### src/rtl/box_overlay_pkg.sv
// rtl/box_overlay_pkg.sv - box slot type, clear constant and blend helper for box_overlay
package box_overlay_pkg;

    localparam int BOX_X_W = 11;
    localparam int BOX_Y_W = 10;

    typedef struct packed {
        logic               en;
        logic [BOX_X_W-1:0] xs;
        logic [BOX_X_W-1:0] xe;
        logic [BOX_Y_W-1:0] ys;
        logic [BOX_Y_W-1:0] ye;
        logic [23:0]        color;
    } box_t;

    localparam box_t BOX_CLEAR = '0;

    // Halving both operands first keeps each channel sum within 8 bits.
    function automatic logic [23:0] blend50(input logic [23:0] color, input logic [23:0] pixel);
        logic [23:0] res;
        for (int c = 0; c < 3; c++) begin
            res[c*8 +: 8] = {1'b0, color[c*8+1 +: 7]} + {1'b0, pixel[c*8+1 +: 7]};
        end
        return res;
    endfunction

endpackage

### src/rtl/box_overlay_hit.sv
// rtl/box_overlay_hit.sv - combinational single-slot frame edge test (module box_hit)
module box_hit
    import box_overlay_pkg::*;
#(
    parameter int V_W = 2,
    parameter int H_W = 2
) (
    input  box_t               box,
    input  logic [BOX_X_W-1:0] x,
    input  logic [BOX_Y_W-1:0] y,
    output logic               hit
);
    localparam int XW1 = BOX_X_W + 1;
    localparam int YW1 = BOX_Y_W + 1;
    localparam logic [XW1-1:0] X_MAX = XW1'((1 << BOX_X_W) - 1);
    localparam logic [YW1-1:0] Y_MAX = YW1'((1 << BOX_Y_W) - 1);
    localparam logic [XW1-1:0] VW    = XW1'(V_W);
    localparam logic [YW1-1:0] HW    = YW1'(H_W);

    logic [XW1-1:0] xl, xr;
    logic [YW1-1:0] yt, yb;
    logic           in_rect, on_edge;

    // Inner-edge bounds saturate at the frame limits instead of wrapping.
    always_comb begin
        xl = {1'b0, box.xs} + VW;
        if (xl > X_MAX) xl = X_MAX;
        xr = ({1'b0, box.xe} >= VW) ? ({1'b0, box.xe} - VW) : '0;
        yt = {1'b0, box.ys} + HW;
        if (yt > Y_MAX) yt = Y_MAX;
        yb = ({1'b0, box.ye} >= HW) ? ({1'b0, box.ye} - HW) : '0;

        in_rect = box.en && (box.xs <= box.xe) && (box.ys <= box.ye) &&
                  (x >= box.xs) && (x <= box.xe) && (y >= box.ys) && (y <= box.ye);
        on_edge = ({1'b0, x} < xl) || ({1'b0, x} > xr) ||
                  ({1'b0, y} < yt) || ({1'b0, y} > yb);
        hit = in_rect && on_edge;
    end

endmodule

### src/rtl/box_overlay.sv
// rtl/box_overlay.sv - double-buffered multi-box frame overlay, 2-cycle pixel pipeline
// Optional build macro BOX_OVERLAY_ALPHA_EN selects 50% blending of edge pixels.
module box_overlay
    import box_overlay_pkg::*;
#(
    parameter int N_BOX       = 4,
    parameter int X_WIDTH     = 11,
    parameter int Y_WIDTH     = 10,
    parameter int V_BOX_WIDTH = 2,
    parameter int H_BOX_WIDTH = 2,
    localparam int IDX_W      = (N_BOX > 1) ? $clog2(N_BOX) : 1
) (
    input  logic               clk,
    input  logic               rst,
    input  logic               cfg_we,
    input  logic [IDX_W-1:0]   cfg_idx,
    input  logic               cfg_en,
    input  logic [X_WIDTH-1:0] cfg_xs,
    input  logic [X_WIDTH-1:0] cfg_xe,
    input  logic [Y_WIDTH-1:0] cfg_ys,
    input  logic [Y_WIDTH-1:0] cfg_ye,
    input  logic [23:0]        cfg_color,
    input  logic               i_hsync,
    input  logic               i_vsync,
    input  logic               i_de,
    input  logic [X_WIDTH-1:0] i_x,
    input  logic [Y_WIDTH-1:0] i_y,
    input  logic [7:0]         i_r,
    input  logic [7:0]         i_g,
    input  logic [7:0]         i_b,
    output logic               o_hsync,
    output logic               o_vsync,
    output logic               o_de,
    output logic [7:0]         o_r,
    output logic [7:0]         o_g,
    output logic [7:0]         o_b,
    output logic               o_hit,
    output logic [IDX_W-1:0]   o_hit_idx
);
    box_t shadow [N_BOX];
    box_t active [N_BOX];
    logic vs_q;
    logic commit;

    assign commit = i_vsync && !vs_q;

    // Commit reads the pre-write shadow, so a write on the commit cycle lands a frame later.
    always_ff @(posedge clk) begin
        if (rst) begin
            vs_q <= 1'b0;
            for (int k = 0; k < N_BOX; k++) begin
                shadow[k] <= BOX_CLEAR;
                active[k] <= BOX_CLEAR;
            end
        end else begin
            vs_q <= i_vsync;
            if (cfg_we && (int'(cfg_idx) < N_BOX)) begin
                shadow[cfg_idx] <= '{en: cfg_en, xs: cfg_xs, xe: cfg_xe,
                                     ys: cfg_ys, ye: cfg_ye, color: cfg_color};
            end
            if (commit) active <= shadow;
        end
    end

    logic [N_BOX-1:0] hit_c;

    for (genvar g = 0; g < N_BOX; g++) begin : g_hit
        box_hit #(.V_W(V_BOX_WIDTH), .H_W(H_BOX_WIDTH)) u_hit (
            .box (active[g]),
            .x   (i_x),
            .y   (i_y),
            .hit (hit_c[g])
        );
    end

    logic [N_BOX-1:0] s1_hit;
    logic [23:0]      s1_color [N_BOX];
    logic [23:0]      s1_pix;
    logic             s1_hs, s1_vs, s1_de;

    // Colours travel with the hit vector so a commit between stages cannot mix tables.
    always_ff @(posedge clk) begin
        if (rst) begin
            s1_hit <= '0;
            s1_pix <= '0;
            s1_hs  <= 1'b0;
            s1_vs  <= 1'b0;
            s1_de  <= 1'b0;
            for (int k = 0; k < N_BOX; k++) s1_color[k] <= '0;
        end else begin
            s1_hit <= hit_c & {N_BOX{i_de}};
            s1_pix <= {i_r, i_g, i_b};
            s1_hs  <= i_hsync;
            s1_vs  <= i_vsync;
            s1_de  <= i_de;
            for (int k = 0; k < N_BOX; k++) s1_color[k] <= active[k].color;
        end
    end

    logic             win;
    logic [IDX_W-1:0] win_idx;
    logic [23:0]      win_color;
    logic [23:0]      edge_pix;

    always_comb begin
        win       = 1'b0;
        win_idx   = '0;
        win_color = '0;
        for (int k = N_BOX - 1; k >= 0; k--) begin
            if (s1_hit[k]) begin
                win       = 1'b1;
                win_idx   = IDX_W'(k);
                win_color = s1_color[k];
            end
        end
`ifdef BOX_OVERLAY_ALPHA_EN
        edge_pix = blend50(win_color, s1_pix);
`else
        edge_pix = win_color;
`endif
    end

    always_ff @(posedge clk) begin
        if (rst) begin
            o_hsync   <= 1'b0;
            o_vsync   <= 1'b0;
            o_de      <= 1'b0;
            {o_r, o_g, o_b} <= '0;
            o_hit     <= 1'b0;
            o_hit_idx <= '0;
        end else begin
            o_hsync   <= s1_hs;
            o_vsync   <= s1_vs;
            o_de      <= s1_de;
            {o_r, o_g, o_b} <= win ? edge_pix : s1_pix;
            o_hit     <= win;
            o_hit_idx <= win_idx;
        end
    end

endmodule

### config.mk
export PLATFORM = sky130hd
export DESIGN_NAME = box_overlay
export DESIGN_NICKNAME = d
export VERILOG_FILES = /design/src/rtl/box_overlay_pkg.sv /design/src/rtl/box_overlay_hit.sv /design/src/rtl/box_overlay.sv
export SDC_FILE = /design/constraint.sdc
export NUM_CORES = 2
export LEC_CHECK = 0
export CAP_MARGIN = 20
export CORE_MARGIN = 5
export CORE_UTILIZATION = 45
export CTS_CLUSTER_SIZE = 40
export DETAILED_ROUTE_END_ITERATION = 16
export DONT_BUFFER_PORTS = 1
export PLACE_DENSITY = 0.58
export SYNTH_ARGS = -nofsm -noshare
export SYNTH_HDL_FRONTEND = slang
export SYNTH_HIERARCHICAL = 1
export SYNTH_SLANG_ARGS = --single-unit
### constraint.sdc
create_clock -name clk -period 4.6 [get_ports clk]
set_clock_uncertainty 0.05 [all_clocks]
set_input_delay 1.38 -clock clk [delete_from_list [all_inputs] [get_ports clk]]
set_output_delay 1.38 -clock clk [all_outputs]
set_load 0.03 [all_outputs]
=== Word level (Yosys, flattened, before mapping) ===
Memory sizes are Yosys's and may differ from the RTL's.
Cells that the tools add are included.

* Memories: 1
* Bits of input ports: 120
* Register bits after elaboration: 597
* Memory bits (writable): 96
* Output and inout port bits: 30
* Logic and storage cells: 226

* Bitwise gates (word level): 6
* Order comparisons: 58
* Add/sub/neg operators: 16
* Mux-type cells: 38
* Reduce and logical (&&, ||, !) cells: 45

{| class="wikitable"
|+ Memory list
! memory !! depth !! bits a word !! rd ports !! clocked after memory_dff !! write ports !! RTL line !! text
|-
| s1_color || 4 || 24 || 4 || 0 || 4 || box_overlay.sv:77 || <nowiki>logic [23:0] s1_color [N_BOX];</nowiki>
|}

{| class="wikitable"
|+ Operator list
! cell !! count
|-
| $bwmux W268 || 1
|-
| $mux W24 || 9
|-
| $demux W67 S2 || 1
|-
| $mux W12 || 8
|-
| $le A11 B11 Y1 || 8
|-
| $mux W11 || 8
|-
| $le A10 B10 Y1 || 8
|-
| $mux W67 || 1
|-
| $add A11 B2 Y12 const B || 4
|-
| $gt A11 B12 Y1 || 4
|-
| $gt A12 B11 Y1 const B || 4
|-
| $lt A11 B12 Y1 || 4
|-
| $sub A11 B2 Y12 const B || 4
|-
| $add A10 B2 Y11 const B || 4
|-
| $ge A11 B11 Y1 || 4
|-
| $ge A11 B2 Y1 const B || 4
|-
| $gt A10 B11 Y1 || 4
|-
| $gt A11 B10 Y1 const B || 4
|-
| $lt A10 B11 Y1 || 4
|-
| $sub A10 B2 Y11 const B || 4
|-
| $ge A10 B10 Y1 || 4
|-
| $ge A10 B2 Y1 const B || 4
|-
| $logic_and A1 B1 Y1 || 30
|-
| $logic_or A1 B1 Y1 || 12
|-
| other kinds (10) || 21
|}

=== Depth between registers and ports, before layout ===
* Word-level depth: 9
* Gate-level depth with buffers: 15

=== Hierarchy ===
Netlist, hierarchy kept.

{| class="wikitable"
|+ Modules (own cells, without submodules)
! module !! cells an instance !! times used !! area an instance (µm²)
|-
| box_overlay || 2786 || 1 || 23298.6
|-
| box_hit at g_hit[0].u_hit ... || 451 || 2 || 3330.7
|-
| box_hit at g_hit[1].u_hit ... || 440 || 2 || 3226.8
|}

=== Worst setup path after synthesis ===
OpenSTA, ideal clock, no wires.

* Kind: flip-flop to flip-flop
* From: reg active[237] (netlist bit)
* To: reg s1_hit[0]
* Cell stages (with the launch flop): 16
* Arrival time: 3050 ps
* Slack: 1385 ps
* Data required time: 4435 ps
* Period minus slack after synthesis: 3215 ps
* Buffers on the path: 1
* Path through: dfxtp_1 -> ha_1 -> buf_2 -> a21bo_2 -> o41ai_1 -> o22ai_1 -> a2111oi_2 -> a32o_2 -> nor2_1 -> ha_1 -> nand3_1 -> a311oi_1 -> nor2_1 -> nor4b_1 -> nor4b_2 -> and2_1

* Word-level cells in the longest chain between the ends: 8

{| class="wikitable"
|+ Ends and longest elaborated chain
! item !! RTL line !! text
|-
| start: declaration || box_overlay.sv:41 || <nowiki>box_t active [N_BOX];</nowiki>
|-
| start signal: assignment || box_overlay.sv:61 || <nowiki>if (commit) active <= shadow;</nowiki>
|-
| $add A10 B2 Y11 or $le A10 B10 Y1 (tied branches) || box_overlay_hit.sv:29, box_overlay_hit.sv:33 ||
|-
| $gt A11 B10 Y1 or $logic_and A1 B1 Y1 (tied branches) || box_overlay_hit.sv:30, box_overlay_hit.sv:33 ||
|-
| $mux W11 or $logic_and A1 B1 Y1 (tied branches) || box_overlay_hit.sv:30, box_overlay_hit.sv:33 ||
|-
| $lt A10 B11 Y1 or $logic_and A1 B1 Y1 (tied branches) || box_overlay_hit.sv:36, box_overlay_hit.sv:34 ||
|-
| $logic_or A1 B1 Y1 or $logic_and A1 B1 Y1 (tied branches) || box_overlay_hit.sv:35, box_overlay_hit.sv:34 ||
|-
| $logic_or A1 B1 Y1 or $logic_and A1 B1 Y1 (tied branches) || box_overlay_hit.sv:36, box_overlay_hit.sv:34 ||
|-
| $logic_and A1 B1 Y1 * || box_overlay_hit.sv:37 || <nowiki>hit = in_rect && on_edge;</nowiki>
|-
| via hit_c[0] || box_overlay.sv:65 || <nowiki>logic [N_BOX-1:0] hit_c;</nowiki>
|-
| $and A4 B4 Y4 * || box_overlay.sv:91 || <nowiki>s1_hit <= hit_c & {N_BOX{i_de}};</nowiki>
|-
| end signal: assignment || box_overlay.sv:91 ||
|-
| end: declaration || box_overlay.sv:76 || <nowiki>logic [N_BOX-1:0] s1_hit;</nowiki>
|}

Mark *: on every way through the listed nets, which the timed path passes. The rest lies on a longest branch.
A chain may end at the register's enable or synchronous reset.

=== Worst setup path in the final report ===
Same ends and word-level chain as after synthesis.

==> results.md <==
* Critical Path Fanout Max at 10
* Seq/Total Area, Yosys at 38.1%
* Largest net degree at the start of global routing at 690
* Commonest non-fill, non-tap cell in the layout: nand2_1
* Vias in the first global route at 28500
* P_sw at 3.43 mW
* Worst-Margin Slew at 1070 ps
* CTS max path bufs at 3
* Reg area at 0.0139 mm^2
* Drt pass-1 iters at 6
* Fin. max-slew vios at 0
* Max-cap violations at 0
* Vias at 30800
* Final setup fails at 0
* FF+latch count, synth at 693
* Reg2reg path depth at 14
* IO Pins at 150
* Inserted Clock Buffers at 75
* Clock slew at reported path FFs at 60 ps
* CTS resizes at 0
* H-tree depth at 3
* Gr usage total at 23.9%
* First-pass GRT wire length at 166000 um
* Rows at 104
* TritonCTS clock tree: done
* Die area at 0.0867 mm^2
* Vias per cell at 5.52
* Clock share of power at 45.5%
* Mapped Area at 0.0364 mm^2
* Final min period at 3700 ps
* Post-DR wirelength/cell at 19.1 um
* Commonest cells after routing, fill and taps aside: nand2_1 (1209), dfxtp_1 (692), a21oi_1 (672)
* GRT overflow at 0
* Yosys warns at 6
* Clk root buf: clkbuf_16
* Hold depth at 1
* Peak supply drop at 304 uV
* Core box area at 0.0804 mm^2
* Syn Nets at 5120
* WL final at 106000 um
* P&R area growth vs syn at 9.05%
* WP data required at 5050 ps
* TNS Setup at 0 ps
* Worst min path class: reg -> reg
* Die Span Y at 294 um
* Main synth FF type: dfxtp_1
* Layout cell share with drive strength beyond 1 at 4.54%
* Async S/R FF share, synth at 0%
* Critical path endpoint category: register
* Fmax at 271 MHz
* Combinational share of power at 9.1%
* RSZ-0062 raised after global routing: no
* Routed Antenna Nets at 0
* GP Congestion at 0.882
* IO buf count at 0
* Post-synth EDFFs at 0
* Setup Fix Bufs, Post-CTS at 0
* Outcome: complete, no violations
* DRC viols at 0
* Area taken by multi-input logic gates at 0.0208 mm^2
* # fillers at 8014
* Met2 Use GR at 38.1%
* DP HPWL at 71100 um
* Clock Sink Count at 693
* Mean area per synthesized cell at 7.97 um^2
* Hold_sp: s1_hs$_SDFF_PP0_
* Syn Inst Count at 4568
* Sw Share at 25.0%
* Hold path endpoint: o_hsync$_SDFF_PP0_
* Slew HR at 28.4%
* Starting Density at 45.3%
* Reg-to-reg endpoint: s1_hit[0]$_SDFF_PP0_
* Die width at 294 um
* Internal Pwr Total at 10.3 mW
* Critical path class: reg -> reg
* Starting DRT DRC Count at 2492
* Hold Fails Final Rpt at 0
* Busiest grt layer: met2
* Crit path launch type: register
* R2r setup slk at 900 ps
* Pleak at 14.4 nW
* M3 GR Usage at 3.66%
* Power, Total at 13.7 mW
* Antenna violations before repair at 3
* Grt met1 use at 34.2%
* Final period utilization at 80.3%
* Unique masters post-synth at 82
* Seq pwr share at 45.5%
* FF-to-FF Start: active[237]$_SDFFE_PP0P_
* Clk_lat worst skew at 640 ps
* P per Cell Area at 346 mW/mm^2
* Nets at 5008
* Cts hold-fix bufs at 0
* CP arrival at 4150 ps
[Yosys cell counts, types with 10 or more instances]
cell type	n	area share [%]
a2111oi_0	24	0.58
a211oi_1	33	0.68
a21o_1	22	0.45
a21oi_1	672	9.2
a31oi_1	18	0.31
and2_1	12	0.21
and3_1	19	0.33
buf_1	16	0.16
buf_2	79	1.1
buf_4	13	0.27
clkbuf_1	106	1.1
dfxtp_1	693	38
ha_1	432	15
inv_1	201	2.1
mux2i_1	10	0.27
nand2_1	1209	12
nand2b_1	33	0.57
nand3_1	91	1.3
nand4_1	58	1.0
nor2_1	141	1.5
nor2b_1	169	2.9
nor3_1	62	0.85
nor4_1	26	0.45
o211ai_1	24	0.49
o21a_1	32	0.66
o21ai_0	77	1.1
o221ai_1	25	0.60
o31ai_1	14	0.29
xnor2_1	60	1.4
xor2_1	12	0.29
[metrics by stage]
stage          hold WS [ps]  cells  util [%]  setup slack, ps  cell area (um^2)
2_1_floorplan           364   4568         -             1380             36400
3_3_place_gp            366   5439      46.1             1050             37100
3_5_place_dp            373   5439      46.1             1000             37100
4_1_cts                 380   5575      49.4              928             39700
5_1_grt                 394   5575      49.4              604             39700
6_report                384   5577      49.4              904             39700
[kinds of logic (layout without fill, tap and decap cells)]
logic type | count (synthesis) | count (layout) | synth area share, %
AND/OR/NAND/NOR | 1887 | 1887 | 23.2
flip-flops | 693 | 693 | 38.1
XOR/XNOR | 72 | 72 | 1.73
other | 0 | 2 | 0
AO/OA/AOI/OAI | 1047 | 1047 | 16.9
adder cells (fa/ha/maj) | 432 | 432 | 14.8
buffers and inverters | 423 | 370 | 4.89
multiplexers | 14 | 14 | 0.399
[state kept, by name, indices dropped and copies added, names as in the netlist, 2 cells and up]
name and flops:
s1_color 96, o_g 8, s1_pix 24, o_hit_idx 2, active 268, o_b 8, o_r 8, shadow 268
s1_hit 4
[worst max path at each step]
stage / startpoint / endpoint / slack [ps] / depth (start not counted)
after floorplan: active[237]$_SDFFE_PP0P_ / s1_hit[0]$_SDFF_PP0_ / 1380 / 15
after global placement: active[123]$_SDFFE_PP0P_ / s1_hit[2]$_SDFF_PP0_ / 1050 / 11
after detailed placement: active[237]$_SDFFE_PP0P_ / s1_hit[0]$_SDFF_PP0_ / 1000 / 14
after CTS: active[103]$_SDFFE_PP0P_ / s1_hit[2]$_SDFF_PP0_ / 930 / 14
after global routing: active[237]$_SDFFE_PP0P_ / s1_hit[0]$_SDFF_PP0_ / 600 / 14
final: active[237]$_SDFFE_PP0P_ / s1_hit[0]$_SDFF_PP0_ / 900 / 14
[power groups by stage]
stage                     logic [mW]  clock network (mW)  registers [mW]
after floorplan                 1.02                   0            6.35
after global placement          1.23                   0            6.38
after detailed placement        1.23                   0            6.38
after CTS                       1.24                6.40            6.25
after global routing            1.42                6.68            6.26
final                           1.24                6.24            6.25
[worst max-delay path, cell delays in order, from the launching register on]
cell and delay, ps:
dfxtp_1 520, ha_1 370, a21bo_2 270, o41ai_1 260
o22ai_1 150, a2111oi_2 360, a32o_2 190, nor2_1 40
ha_1 260, nand3_1 60, a311oi_1 350, nor2_1 100
nor4b_1 370, nor4b_2 90, and2_1 140
[layout make-up]
| class | instances | area share, % |
|---|---|---|
| Tap cell | 1060 | 3.34 |
| Inverter | 203 | 1.92 |
| Clock buffer | 106 | 5.52 |
| Antenna cell | 2 | 0.0126 |
| Clock inverter | 30 | 1.04 |
| Timing Repair Buffer | 31 | 0.838 |
| Sequential cell | 693 | 34.9 |
| Multi-Input combinational cell | 3452 | 52.4 |
[layer usage]
layer	routed length, um	up-vias
met5	25	-
met3	5660	131
li1	-	15500
met4	2240	4
met1	50700	14400
met2	47800	693
Power figures use the tool's default switching activity.
